--- src/rtl/branch_pkg.sv ---
// Shared types and constants for the branch resolution sequencer.
package branch_pkg;

    localparam int unsigned XLEN_DEF = 32;

    typedef enum logic [1:0] {
        KindBranch = 2'd0,
        KindJal    = 2'd1,
        KindJalr   = 2'd2,
        KindRsvd   = 2'd3
    } req_kind_e;

    localparam logic [2:0] BEQ  = 3'b000;
    localparam logic [2:0] BNE  = 3'b001;
    localparam logic [2:0] BLT  = 3'b100;
    localparam logic [2:0] BGE  = 3'b101;
    localparam logic [2:0] BLTU = 3'b110;
    localparam logic [2:0] BGEU = 3'b111;

    typedef logic [1:0] state_t;
    localparam state_t StIdle    = 2'd0;
    localparam state_t StAluReq  = 2'd1;
    localparam state_t StAluWait = 2'd2;
    localparam state_t StResolve = 2'd3;

endpackage

--- src/rtl/branch_ctrl_if.sv ---
// Decode request, shared-ALU and resolution channels of the branch sequencer.
interface branch_ctrl_if #(
    parameter int unsigned XLEN = branch_pkg::XLEN_DEF
);
    logic            req_valid;
    logic            req_ready;
    logic [1:0]      req_kind;
    logic [2:0]      req_funct3;
    logic [XLEN-1:0] req_pc;
    logic [XLEN-1:0] req_imm;
    logic [XLEN-1:0] req_rs1;
    logic [XLEN-1:0] req_rs2;

    logic            alu_req;
    logic            alu_gnt;
    logic [XLEN-1:0] alu_a;
    logic [XLEN-1:0] alu_b;
    logic            alu_done;
    logic            alu_zero;
    logic            alu_carry;
    logic            alu_sign;
    logic            alu_overflow;

    logic            res_valid;
    logic            res_ready;
    logic            res_taken;
    logic [XLEN-1:0] res_target;
    logic [XLEN-1:0] res_link;
    logic            res_link_we;
    logic            res_illegal;
    logic            res_misalign;

    modport master (
        output req_valid, req_kind, req_funct3, req_pc, req_imm, req_rs1, req_rs2,
        input  req_ready,
        input  alu_req, alu_a, alu_b,
        output alu_gnt, alu_done, alu_zero, alu_carry, alu_sign, alu_overflow,
        input  res_valid, res_taken, res_target, res_link, res_link_we, res_illegal,
        input  res_misalign,
        output res_ready
    );

    modport slave (
        input  req_valid, req_kind, req_funct3, req_pc, req_imm, req_rs1, req_rs2,
        output req_ready,
        output alu_req, alu_a, alu_b,
        input  alu_gnt, alu_done, alu_zero, alu_carry, alu_sign, alu_overflow,
        output res_valid, res_taken, res_target, res_link, res_link_we, res_illegal,
        output res_misalign,
        input  res_ready
    );

endinterface

--- src/rtl/branch_gen.sv ---
// Branch condition evaluator: maps funct3 and rs1-rs2 subtract flags to taken.
module branch_gen
    import branch_pkg::*;
(
    input  logic [2:0] funct3_i,
    input  logic       zero_i,
    input  logic       carry_i,
    input  logic       sign_i,
    input  logic       overflow_i,
    output logic       taken_o
);

    // carry is set when no borrow occurred, i.e. rs1 >= rs2 unsigned
    always_comb begin
        taken_o = 1'b0;
        case (funct3_i)
            BEQ:     taken_o = zero_i;
            BNE:     taken_o = !zero_i;
            BLT:     taken_o = sign_i ^ overflow_i;
            BGE:     taken_o = !(sign_i ^ overflow_i);
            BLTU:    taken_o = !carry_i;
            BGEU:    taken_o = carry_i;
            default: taken_o = 1'b0;
        endcase
    end

endmodule

--- src/rtl/branch_ctrl.sv ---
// Multi-cycle branch/jump resolution sequencer sharing the core ALU for compares.
// Optional macro BRANCH_CTRL_MISALIGN_EN suppresses redirects to unaligned targets.
module branch_ctrl
    import branch_pkg::*;
#(
    parameter int unsigned XLEN = XLEN_DEF
) (
    input logic         clk,
    input logic         rst,
    input logic         flush_in,
    branch_ctrl_if.slave bus
);

    localparam logic [XLEN-1:0] AlignMask = {{(XLEN-1){1'b1}}, 1'b0};

    state_t          state_q, state_d;
    req_kind_e       kind_q;
    logic [2:0]      funct3_q;
    logic [XLEN-1:0] pc_q, imm_q, rs1_q, rs2_q;
    logic            zero_q, carry_q, sign_q, ovf_q;

    logic            accept;
    logic            req_is_branch;
    logic            is_branch;
    logic            cond;
    logic            illegal;
    logic            taken_raw;
    logic            misalign;
    logic            taken;
    logic [XLEN-1:0] link;
    logic [XLEN-1:0] tgt;

    assign bus.req_ready = (state_q == StIdle) && !flush_in;
    assign accept        = bus.req_valid && bus.req_ready;
    assign req_is_branch = (bus.req_kind == KindBranch) || (bus.req_kind == KindRsvd);

    always_comb begin
        state_d = state_q;
        if (flush_in) begin
            state_d = StIdle;
        end else begin
            case (state_q)
                StIdle:    if (bus.req_valid) state_d = req_is_branch ? StAluReq : StResolve;
                StAluReq:  if (bus.alu_gnt) state_d = StAluWait;
                StAluWait: if (bus.alu_done) state_d = StResolve;
                StResolve: if (bus.res_ready) state_d = StIdle;
                default:   state_d = StIdle;
            endcase
        end
    end

    always_ff @(posedge clk) begin
        if (rst) begin
            state_q  <= StIdle;
            kind_q   <= KindBranch;
            funct3_q <= 3'b000;
            pc_q     <= '0;
            imm_q    <= '0;
            rs1_q    <= '0;
            rs2_q    <= '0;
            zero_q   <= 1'b0;
            carry_q  <= 1'b0;
            sign_q   <= 1'b0;
            ovf_q    <= 1'b0;
        end else begin
            state_q <= state_d;
            if (accept) begin
                kind_q   <= req_kind_e'(bus.req_kind);
                funct3_q <= bus.req_funct3;
                pc_q     <= bus.req_pc;
                imm_q    <= bus.req_imm;
                rs1_q    <= bus.req_rs1;
                rs2_q    <= bus.req_rs2;
            end
            if ((state_q == StAluWait) && bus.alu_done && !flush_in) begin
                zero_q  <= bus.alu_zero;
                carry_q <= bus.alu_carry;
                sign_q  <= bus.alu_sign;
                ovf_q   <= bus.alu_overflow;
            end
        end
    end

    branch_gen u_branch_gen (
        .funct3_i   (funct3_q),
        .zero_i     (zero_q),
        .carry_i    (carry_q),
        .sign_i     (sign_q),
        .overflow_i (ovf_q),
        .taken_o    (cond)
    );

    assign is_branch = (kind_q == KindBranch) || (kind_q == KindRsvd);
    assign illegal   = is_branch && (funct3_q[2:1] == 2'b01);
    assign taken_raw = is_branch ? (cond && !illegal) : 1'b1;
    assign link      = pc_q + XLEN'(4);
    assign tgt       = (kind_q == KindJalr) ? ((rs1_q + imm_q) & AlignMask) : (pc_q + imm_q);

`ifdef BRANCH_CTRL_MISALIGN_EN
    assign misalign = taken_raw && (tgt[1:0] != 2'b00);
`else
    assign misalign = 1'b0;
`endif

    assign taken = taken_raw && !misalign;

    assign bus.alu_req = (state_q == StAluReq);
    assign bus.alu_a   = rs1_q;
    assign bus.alu_b   = rs2_q;

    // Resolution fields read as zero outside RESOLVE so idle/reset outputs are clean
    assign bus.res_valid    = (state_q == StResolve);
    assign bus.res_taken    = bus.res_valid && taken;
    assign bus.res_target   = bus.res_valid ? (taken ? tgt : link) : '0;
    assign bus.res_link     = bus.res_valid ? link : '0;
    assign bus.res_link_we  = bus.res_valid && !is_branch;
    assign bus.res_illegal  = bus.res_valid && illegal;
    assign bus.res_misalign = bus.res_valid && misalign;

endmodule

--- src/flat_wrapper.sv ---
// flat-port wrapper written by rule: the top's interface ports become plain ports
module branch_ctrl_flat import branch_pkg::*;
#(
    parameter int unsigned XLEN = XLEN_DEF
)
  (clk, rst, flush_in, bus_req_valid, bus_req_kind, bus_req_funct3, bus_req_pc, bus_req_imm, bus_req_rs1, bus_req_rs2, bus_req_ready, bus_alu_req, bus_alu_a, bus_alu_b, bus_alu_gnt, bus_alu_done, bus_alu_zero, bus_alu_carry, bus_alu_sign, bus_alu_overflow, bus_res_valid, bus_res_taken, bus_res_target, bus_res_link, bus_res_link_we, bus_res_illegal, bus_res_misalign, bus_res_ready);
  branch_ctrl_if #(.XLEN(XLEN)) bus_i ();
  input logic clk;
  input logic rst;
  input logic flush_in;
  input wire logic [$bits(bus_i.req_valid)-1:0] bus_req_valid;
  input wire logic [$bits(bus_i.req_kind)-1:0] bus_req_kind;
  input wire logic [$bits(bus_i.req_funct3)-1:0] bus_req_funct3;
  input wire logic [$bits(bus_i.req_pc)-1:0] bus_req_pc;
  input wire logic [$bits(bus_i.req_imm)-1:0] bus_req_imm;
  input wire logic [$bits(bus_i.req_rs1)-1:0] bus_req_rs1;
  input wire logic [$bits(bus_i.req_rs2)-1:0] bus_req_rs2;
  output wire logic [$bits(bus_i.req_ready)-1:0] bus_req_ready;
  output wire logic [$bits(bus_i.alu_req)-1:0] bus_alu_req;
  output wire logic [$bits(bus_i.alu_a)-1:0] bus_alu_a;
  output wire logic [$bits(bus_i.alu_b)-1:0] bus_alu_b;
  input wire logic [$bits(bus_i.alu_gnt)-1:0] bus_alu_gnt;
  input wire logic [$bits(bus_i.alu_done)-1:0] bus_alu_done;
  input wire logic [$bits(bus_i.alu_zero)-1:0] bus_alu_zero;
  input wire logic [$bits(bus_i.alu_carry)-1:0] bus_alu_carry;
  input wire logic [$bits(bus_i.alu_sign)-1:0] bus_alu_sign;
  input wire logic [$bits(bus_i.alu_overflow)-1:0] bus_alu_overflow;
  output wire logic [$bits(bus_i.res_valid)-1:0] bus_res_valid;
  output wire logic [$bits(bus_i.res_taken)-1:0] bus_res_taken;
  output wire logic [$bits(bus_i.res_target)-1:0] bus_res_target;
  output wire logic [$bits(bus_i.res_link)-1:0] bus_res_link;
  output wire logic [$bits(bus_i.res_link_we)-1:0] bus_res_link_we;
  output wire logic [$bits(bus_i.res_illegal)-1:0] bus_res_illegal;
  output wire logic [$bits(bus_i.res_misalign)-1:0] bus_res_misalign;
  input wire logic [$bits(bus_i.res_ready)-1:0] bus_res_ready;
  assign bus_i.req_valid = bus_req_valid;
  assign bus_i.req_kind = bus_req_kind;
  assign bus_i.req_funct3 = bus_req_funct3;
  assign bus_i.req_pc = bus_req_pc;
  assign bus_i.req_imm = bus_req_imm;
  assign bus_i.req_rs1 = bus_req_rs1;
  assign bus_i.req_rs2 = bus_req_rs2;
  assign bus_req_ready = bus_i.req_ready;
  assign bus_alu_req = bus_i.alu_req;
  assign bus_alu_a = bus_i.alu_a;
  assign bus_alu_b = bus_i.alu_b;
  assign bus_i.alu_gnt = bus_alu_gnt;
  assign bus_i.alu_done = bus_alu_done;
  assign bus_i.alu_zero = bus_alu_zero;
  assign bus_i.alu_carry = bus_alu_carry;
  assign bus_i.alu_sign = bus_alu_sign;
  assign bus_i.alu_overflow = bus_alu_overflow;
  assign bus_res_valid = bus_i.res_valid;
  assign bus_res_taken = bus_i.res_taken;
  assign bus_res_target = bus_i.res_target;
  assign bus_res_link = bus_i.res_link;
  assign bus_res_link_we = bus_i.res_link_we;
  assign bus_res_illegal = bus_i.res_illegal;
  assign bus_res_misalign = bus_i.res_misalign;
  assign bus_i.res_ready = bus_res_ready;
  branch_ctrl #(.XLEN(XLEN)) u_core (.clk(clk), .rst(rst), .flush_in(flush_in), .bus(bus_i));
endmodule
--- config.mk ---
export PLATFORM = sky130hd
export DESIGN_NAME = branch_ctrl_flat
export DESIGN_NICKNAME = d
export VERILOG_FILES = /design/src/rtl/branch_pkg.sv /design/src/rtl/branch_ctrl_if.sv /design/src/rtl/branch_gen.sv /design/src/rtl/branch_ctrl.sv /design/src/flat_wrapper.sv
export SDC_FILE = /design/constraint.sdc
export NUM_CORES = 1
export LEC_CHECK = 0
export ABC_CLOCK_PERIOD_IN_PS = 4750
export BUFFER_PORTS_ARGS = -buffer_cell sky130_fd_sc_hd__buf_2
export CAP_MARGIN = 20
export CORE_UTILIZATION = 57
export DETAILED_ROUTE_END_ITERATION = 10
export PLACE_DENSITY = 0.87
export SYNTH_ARGS = -nofsm -noshare
export SYNTH_HDL_FRONTEND = slang
export SYNTH_HIERARCHICAL = 1
export SYNTH_SLANG_ARGS = --single-unit
--- constraint.sdc ---
create_clock -name clk -period 4.75 [get_ports clk]
set_input_delay 0.475 -clock clk [delete_from_list [all_inputs] [get_ports clk]]
set_output_delay 0.475 -clock clk [all_outputs]
set_load 0.02 [all_outputs]
==> metrics.md, run 1 <==
| Metric | Value |
|---|---|
| Status | finished, final reports clean |
| Slew headroom | 0.3266 |
| GP Congestion | between 1 and 1.5 |
| Kind of critical path | flop to output pin |
| Hold WC Path Type | primary input to flop |
| I/O pin cnt | between 200 and 300 |
| Synth top area cells | dfxtp_1 (29%), nand2_1 (13%), a21oi_1 (10%) |
| Buf+Inv Stages, Crit Path | 1 |
| CTS resizes | 0 |
| Clock skew | 0.01382 ns |
| Area of the multi-input gates | 0.006356 mm² |
| Ys Warns | 6 |
| Internal power | 2.331 mW |
| Congestion Overflow GR | 0 |
| Clock slew at reported path FFs | 0.07 ns |
| Area leader, netlist | dfxtp_1 |
| Slowest CP cell | o31ai_1 |
| P_leak | 5.396 nW |
| Net Sw Power | 0.9980 mW |
| Register area share after synthesis | 0.2923 |
| Fin crit share | 0.8743 |
| Initial core utilization | 0.5907 |
| Die width | around 130 µm |
| Top cells by count, synth | nand2_1 (326), a21oi_1 (198), dfxtp_1 (139), nor2_1 (97), ha_1 (68) |
| Final setup fails | 0 |
| Layout cells sized above 1 | 0.2190 |
| Unrepaired setup endpoints after global routing | false |
| CTS Buf Count | 17 |
| DR iter-0 viols | 959 |
| Port Buffers | about 280 |
| Synth cell types | 76 |
| Syn nets | 1528 |
| Antenna violations before repair | 1 |
| Clock latency on the worst-skew pair | approximately 0.43 ns |
| Pwr/cell area | 287.2 mW/mm² |
| Final hold vios | 0 |
| Max-cap violations | 0 |
| Pwr Total | 3.329 mW |
| Number of post-CTS setup repair buffers | 0 |
| HPWL Detailed | 23470 µm |
| Total wire length | 31980 µm |
| Top FF cell, synth | dfxtp_1 |
| Routed len/inst | approximately 18 µm |
| Sequential cell fraction of total power | 0.389 |
| DR vias | 10500 |
| Cell mode on critical path | o21a_1 |
| Slew Limit Fails | 0 |
| Length of the first detailed-routing pass in iterations | 6 |
| Crit-path leading delay family | compound AO/OA/AOI/OAI gates |
| Final nets | 1760 |
| Vias/cell | 5.919 |
| Worst path required time | 4.28 ns |
| Core area | between 0.015 and 0.02 mm² |
| Row count | 46 |
| First-pass GRT wire length | 50150 µm |
| Synth Instances | 1314 |
| Sequential cell area | 0.002783 mm² |
| CP peak stage delay | 0.50 ns |
| Largest net degree at the start of global routing | 97 |
| Clk sinks | 139 |
| Clk network pwr share | 0.429 |
| Post-route ant nets | 0 |
| Critical path arrival | 3.68 ns |
| Fillers | 1365 |
| Root buf cell | clkbuf_16 |
| Peak supply drop | 274.2 µV |
| CTS tree | done |
| Yosys reg bits | 139 |
| Avg Inst Size Synth | 7.244 µm² |
| CP max FO | 4 |
| Startpoint class of the critical path | flop |
| Asr flop ratio synth | 0 |
| Vias in the first global route | 9788 |
| Worst-path cell chain | ha_1, nor2b_4, o21a_1, o21a_1, o31a_1, o31ai_1, o21bai_1, a21boi_1, o21ai_1, xnor2_1, a21oi_1, buf_2 |
| Die Y | 131.2 µm |
| CP Capture Type | output pin |
| Post-synth top area share | 0.2923 |
| Comb pwr share | 0.183 |
| Fmax | ~240 MHz |
| H-Tree Depth | 4 |
| Post-synth EDFFs | 0 |
| Remaining DRCs | 0 |
| Area of the mapped netlist | 0.009519 mm² |
| Post-layout min period | 4.153 ns |
| Clock Tree Buf Depth | 2 |
| Cts hold-fix bufs | 0 |
| Post-Route Setup TNS | 0 ns |
| Leading cell type by number of instances after synthesis | nand2_1 |
| Net Sw Frac | 0.2998 |
| Die area | between 0.015 and 0.02 mm² |
| Worst-margin pin slew | 1.010 ns |
| Area grow syn2layout | 21.79% |
| All-Layer GR Usage | 0.3637 |
-- worst paths after layout --
path                                     startpoint  slack (ns)  cells after the start                                end
setup reg to reg     u_core/state_q[0]$_SDFFE_PP0P_        2.06                      7       u_core/pc_q[14]$_SDFFE_PP0P_
hold reg to reg   u_core/bus.alu_b[15]$_SDFFE_PP0P_        0.45                      2  u_core/bus.alu_b[15]$_SDFFE_PP0P_
setup / recovery   u_core/bus.alu_a[2]$_SDFFE_PP0P_        0.60                     12                 bus_res_target[22]
hold / removal                             flush_in        0.27                      2     u_core/state_q[0]$_SDFFE_PP0P_
-- flip-flops by register name (all words and copies together), names as in the netlist --
signal and cells:
u_core/bus.alu_a 32, u_core/bus.alu_b 32, u_core/imm_q 32, u_core/pc_q 32, u_core/funct3_q 3, u_core/kind_q 2, u_core/state_q 2, u_core/carry_q 1
u_core/ovf_q 1, u_core/sign_q 1, u_core/zero_q 1
-- final cells by class --
| cell class | count | area share |
|---|---|---|
| antenna | 1 | 0.0002158 |
| clock inverter | 12 | 0.01651 |
| multi-input combinational | 1074 | 0.5482 |
| inverter | 28 | 0.009065 |
| sequential | 139 | 0.2400 |
| tap | 216 | 0.02331 |
| clock buffer | 18 | 0.03702 |
| timing repair buffer | 286 | 0.1256 |
-- per-layer routing --
metal | track usage | part of all wire | up-vias
li1 | - | - | 5027
met3 | 0.07639 | 0.084 | 108
met1 | 0.4321 | 0.40 | 4812
met4 | 0.1882 | 0.044 | 0
met2 | 0.6161 | 0.48 | 553
met5 | 0 | 0 | -
-- logic make-up after synthesis --
group	after synthesis	share of synthesized area
AND/OR/NAND/NOR	529	0.2363
AO/OA/AOI/OAI	386	0.2538
flip-flops	139	0.2923
buffers and inverters	101	0.04127
XOR/XNOR	78	0.07177
adder cells (fa/ha/maj)	70	0.09359
multiplexers	10	0.01052
other	1	0.0003939
-- metrics by stage --
stage | utilization | hold WS [ns] | area (µm²) | instances | setup WS, ns
after floorplan | - | 0.4363 | 9519 | 1314 | 1.305
after global placement | 0.6807 | 0.4391 | 10970 | 1743 | 1.128
after detailed placement | 0.6807 | 0.4448 | 10970 | 1743 | 1.102
after CTS | 0.7193 | 0.2620 | 11590 | 1773 | 0.6287
after global routing | 0.7194 | 0.2742 | 11590 | 1774 | 0.4101
final | 0.7194 | 0.2718 | 11590 | 1774 | 0.5969
-- cells in the final DEF (no fill, tap or decap), types with 8 or more instances in the layout --
cell,count
nand2_1,325
buf_2,276
a21oi_1,198
dfxtp_1,139
nor2_1,96
ha_1,68
xor2_1,40
xnor2_1,38
a21o_1,34
o21ai_0,31
nand3_1,26
inv_1,25
clkbuf_16,17
o21a_1,15
and3_1,14
nand4_1,13
nor3_1,13
o21ai_1,13
o21bai_1,11
o22ai_1,11
a211oi_1,11
buf_4,10
mux2i_1,10
nand2b_1,8
a31oi_1,8
-- power by group through the flow --
| stage | Combinational (mW) | Sequential [mW] | Clock, mW |
|---|---|---|---|
| 2_1_floorplan | 0.367 | 1.33 | 0 |
| 3_3_place_gp | 0.583 | 1.31 | 0 |
| 3_5_place_dp | 0.592 | 1.32 | 0 |
| 4_1_cts | 0.597 | 1.29 | 1.44 |
| 5_1_grt | 0.659 | 1.30 | 1.49 |
| 6_report | 0.608 | 1.29 | 1.43 |
No activity file was read; power rests on OpenSTA's default activity.
==> run 2, diff against run 1 <==
REMOVE_ABC_BUFFERS = 1   (was not set)
==> metrics.md, run 2 (synthesis gave the netlist of run 1 again) <==
| Metric | Value |
|---|---|
| Vias/cell | about 5.8 |
| Net Sw Frac | 0.3241 |
| Kind of critical path | flop to output pin |
| First-pass GRT wire length | 47380 µm |
| Final nets | 1757 |
| Initial core utilization | 0.5907 |
| Internal power | 2.136 mW |
| Peak supply drop | 247.3 µV |
| CTS tree | done |
| Final worst-path setup slack | 0.5707 ns |
| Worst R2R End | u_core/bus.alu_a[9]$_SDFFE_PP0P_ |
| Sequential cell fraction of total power | 0.408 |
| Length of the first detailed-routing pass in iterations | 6 |
| Remaining DRCs | 0 |
| Slew headroom | 0.2993 |
| Die Y | 131.2 µm |
| Clk network pwr share | 0.404 |
| CTS resizes | 0 |
| Post-route ant nets | 0 |
| Pwr Total | about 3.2 mW |
| Status | finished, final reports clean |
| Most frequent cells in the layout | nand2_1 (325), buf_2 (276), a21oi_1 (198) |
| DR vias | 10320 |
| Number of post-CTS setup repair buffers | 0 |
| CP startpoint | u_core/imm_q[0]$_SDFFE_PP0P_ |
| R2R depth | 7 |
| Congestion Overflow GR | 0 |
| All-Layer GR Usage | 0.3365 |
| Fmax | between 200 and 250 MHz |
| Pwr/cell area | 274.7 mW/mm² |
| FF-to-FF Start | u_core/state_q[0]$_SDFFE_PP0P_ |
| Port Buffers | 277 |
| Root buf cell | clkbuf_16 |
| Clock Tree Buf Depth | 2 |
| H-Tree Depth | 4 |
| Core area | 0.01612 mm² |
| Worst-margin pin slew | about 1.1 ns |
| Hold_sp | flush_in |
| Max-cap violations | 0 |
| Die area | 0.01722 mm² |
| Area grow syn2layout | 20.86% |
| Unrepaired setup endpoints after global routing | false |
| CP max FO | 4 |
| Final hold vios | 0 |
| Net Sw Power | slightly above 1 mW |
| Total wire length | 29400 µm |
| DR iter-0 viols | 723 |
| Worst path required time | between 4 and 5 ns |
| FF-to-FF setup slack | 1.99 ns |
| Routed len/inst | approximately 17 µm |
| Row count | 46 |
| CTS Buf Count | 17 |
| Clock slew at reported path FFs | 0.07 ns |
| Largest net degree at the start of global routing | 102 |
| CP Capture Type | output pin |
| Critical path arrival | 3.70 ns |
| Comb pwr share | 0.187 |
| Place WS | about 1.1 ns |
| Slew Limit Fails | 0 |
| Clk sinks | between 100 and 150 |
| GP Congestion | 0.9362 |
| HPWL Detailed | 21550 µm |
| Clock latency on the worst-skew pair | 0.43 ns |
| Antenna violations before repair | 1 |
| Cts hold-fix bufs | 0 |
| Placed Cells | around 1700 |
| Final setup fails | 0 |
| Vias in the first global route | 9931 |
| I/O pin cnt | 279 |
| Crit path capture | bus_res_target[28] |
| Clock skew | 0.008367 ns |
| Fin crit share | 0.8799 |
| Startpoint class of the critical path | flop |
| Most common cell after layout, fill and taps aside | nand2_1 |
| Final antenna diode count | 0 |
| Die width | about 130 µm |
| Post-layout min period | 4.179 ns |
| Post-Route Setup TNS | 0 ns |
| Post-route insts no fill | roughly 1800 |
| P_leak | 5.349 nW |
| Hold WC Path Type | primary input to flop |
| Layout cells sized above 1 | 0.2185 |
## run 2: changes by cell type in the layout (fill, tap and decap cells not counted), sizes merged
| cell | previous run | this run |
|---|---|---|
| inv | 29 | 34 |
| bufinv | 4 | 0 |
| buf | 286 | 283 |
| clkinvlp | 1 | 3 |
| clkinv | 6 | 5 |
| diode | 1 | 0 |
## run 2: worst min path at each step
stage,end,slack [ns],cells past startpoint
after detailed placement,u_core/bus.alu_b[16]$_SDFFE_PP0P_,0.44,2
after global routing,u_core/state_q[1]$_SDFFE_PP0P_,0.27,2
after global placement,u_core/bus.alu_b[7]$_SDFFE_PP0P_,0.44,2
final,u_core/state_q[1]$_SDFFE_PP0P_,0.26,2
after CTS,u_core/state_q[1]$_SDFFE_PP0P_,0.25,2
after floorplan,u_core/kind_q[0]$_SDFFE_PP0P_,0.43,2
## run 2: cell type report
cell class | count | area [µm²]
sequential | 139 | 2783
tap | 216 | 270.3
clock inverter | 14 | 127.6
fill | 1400 | 4611
timing repair buffer | 283 | 1434
clock buffer | 18 | 429.2
inverter | 28 | 105.1
multi-input combinational | 1074 | 6356
## run 2: critical path, stage by stage, from the launching register on
cell	delay, ns
dfxtp_1	0.39
ha_1	0.23
inv_1	0.07
fa_1	0.41
nor2b_1	0.12
o21ai_1	0.09
a21o_1	0.23
a211o_1	0.31
a21o_1	0.22
a2111oi_4	0.34
o211ai_2	0.12
a21oi_2	0.16
xnor2_1	0.08
a221oi_2	0.27
buf_2	0.22
## run 2: stage by stage
step	hold slack [ns]	util	instance area (µm²)
after detailed placement	0.4429	0.6793	10950
after floorplan	0.4303	-	9231
after global placement	0.4385	0.6793	10950
final	0.2580	0.7139	11500
after CTS	0.2454	0.7139	11500
after global routing	0.2674	0.7139	11500
## run 2: layer usage
layer	vias to the layer above	global-route usage	routed length [µm]
li1	5026	-	-
met1	4769	0.4109	12260
met2	454	0.5718	13940
met3	72	0.06752	2316
met4	0	0.1458	890
met5	-	0	0
## run 2: power by group through the flow
| stage | Sequential, mW | Combinational, mW | Clock (mW) |
|---|---|---|---|
| final | 1.29 | 0.592 | 1.28 |
| after global routing | 1.30 | 0.651 | 1.34 |
| after CTS | 1.29 | 0.586 | 1.29 |
| after detailed placement | 1.31 | 0.582 | 0 |
| after global placement | 1.31 | 0.571 | 0 |
| after floorplan | 1.33 | 0.344 | 0 |
==> run 3, diff against run 2 <==
ABC_CLOCK_PERIOD_IN_PS = 5080   (was 4750)
clock period = 5.08 ns   (was 4.75 ns; I/O delays follow)
==> metrics.md, run 3 (synthesis gave the netlist of run 1 again) <==
| Metric | Value |
|---|---|
| Status | finished, final reports clean |
| Clock Tree Buf Depth | 2 |
| Die area | 0.01722 mm² |
| Cell mode on critical path | a21o_1 |
| Remaining DRCs | 0 |
| Antenna violations before repair | 2 |
| First-pass GRT wire length | roughly 47000 µm |
| CTS resizes | 0 |
| Fin crit share | 0.8417 |
| Slowest CP cell | fa_1 |
| HPWL Detailed | 21750 µm |
| Kind of critical path | flop to output pin |
| Clk sinks | 139 |
| Startpoint class of the critical path | flop |
| Clock skew | 0.01320 ns |
| Largest net degree at the start of global routing | 89 |
| Buf+Inv Stages, Crit Path | 2 |
| Final setup fails | 0 |
| Post-route insts no fill | 1771 |
| Post-route ant nets | 0 |
| Routed len/inst | 16.78 µm |
| CTS Buf Count | 17 |
| Cts hold-fix bufs | 0 |
| Port Buffers | between 200 and 300 |
| Worst-path cell chain | ha_1, inv_1, fa_1, nor2b_1, o21ai_1, a21o_1, a211o_1, a21o_1, a2111oi_4, o211ai_2, a21oi_2, xnor2_1, a221oi_2, buf_2 |
| CTS tree | done |
| Unrepaired setup endpoints after global routing | false |
| Die Y | between 100 and 150 µm |
| Post-Route Setup TNS | 0 ns |
| Vias in the first global route | 9726 |
| Fmax | 233.9 MHz |
| DR vias | 10370 |
| Clock latency on the worst-skew pair | 0.43 ns |
| CP Capture Type | output pin |
| GP Congestion | roughly 0.95 |
| CP max FO | 4 |
| P_leak | 5.366 nW |
| Area grow syn2layout | 21.27% |
| All-Layer GR Usage | 0.3358 |
| Placed Cells | 1740 |
| Vias/cell | a little under 6 |
| Most frequent cells in the layout | nand2_1 (325), buf_2 (276), a21oi_1 (198) |
| I/O pin cnt | 279 |
| Final nets | between 1500 and 2000 |
| Total wire length | 29730 µm |
| Root buf cell | clkbuf_16 |
| CP peak stage delay | 0.41 ns |
| Layout cells sized above 1 | 0.2176 |
| Slew Limit Fails | 0 |
| H-Tree Depth | 4 |
| Die width | 131.2 µm |
| Post-layout min period | 4.276 ns |
| Row count | 46 |
| Crit-path leading delay family | compound AO/OA/AOI/OAI gates |
| Slew headroom | 0.3468 |
| Number of post-CTS setup repair buffers | 0 |
| Clock slew at reported path FFs | 0.07 ns |
| Peak supply drop | 315.4 µV |
| Core area | around 0.016 mm² |
| Worst path required time | 4.57 ns |
| Final hold vios | 0 |
| Worst-margin pin slew | 0.9762 ns |
| Max-cap violations | 0 |
| Critical path arrival | approximately 3.8 ns |
| Length of the first detailed-routing pass in iterations | 5 |
| Hold WC Path Type | primary input to flop |
| Most common cell after layout, fill and taps aside | nand2_1 |
| DR iter-0 viols | 700 |
| Pwr/cell area | ~260 mW/mm² |
| Congestion Overflow GR | 0 |
| Initial core utilization | 0.5907 |
| Fillers | 1362 |
==> run 3: area by class of cell <==
class	count	area [µm²]	area share
diodes	2	5.005	0.0004336
clock buffers	17	425.4	0.03685
clock inverters	12	165.2	0.01431
inverters	28	105.1	0.009105
multi-input cells	1074	6356	0.5506
flip-flops and latches	139	2783	0.2411
well taps	216	270.3	0.02341
repair buffers	283	1434	0.1242
==> run 3: where the power goes <==
| group | switching (mW) | total [mW] | internal (mW) |
|---|---|---|---|
| logic | 0.349 | 0.553 | 0.204 |
| clock network | 0.515 | 1.29 | 0.773 |
| registers | 0.0594 | 1.21 | 1.15 |
==> run 3: worst paths after layout <==
path / endpoint / start / cells after the start / slack, ns
setup / recovery: bus_res_target[28] / u_core/imm_q[0]$_SDFFE_PP0P_ / 14 / 0.80
hold reg to reg: u_core/bus.alu_b[8]$_SDFFE_PP0P_ / u_core/bus.alu_b[8]$_SDFFE_PP0P_ / 2 / 0.45
setup reg to reg: u_core/bus.alu_a[9]$_SDFFE_PP0P_ / u_core/state_q[0]$_SDFFE_PP0P_ / 7 / 2.41
hold / removal: u_core/state_q[1]$_SDFFE_PP0P_ / flush_in / 2 / 0.29
==> run 3: per-stage QoR <==
| step | total power [mW] | cell area, µm² | hold WS (ns) | util | setup slack [ns] |
|---|---|---|---|---|---|
| after detailed placement | 1.771 | 10950 | 0.4430 | 0.6793 | 1.293 |
| final | 3.048 | 11540 | 0.2894 | 0.7163 | 0.8043 |
| after global routing | 3.159 | 11540 | 0.2868 | 0.7161 | 0.6101 |
| after floorplan | 1.568 | 9231 | 0.4303 | - | 1.125 |
| after CTS | 3.052 | 11540 | 0.2777 | 0.7160 | 0.8162 |
| after global placement | 1.760 | 10950 | 0.4382 | 0.6793 | 1.401 |
==> run 3: metal layers <==
metal	vias to the layer above	routed length, µm	global-route usage
li1	5013	-	-
met1	4785	12370	0.3973
met2	484	14020	0.5739
met3	86	2318	0.07022
met4	0	1017	0.1673
met5	-	0	0
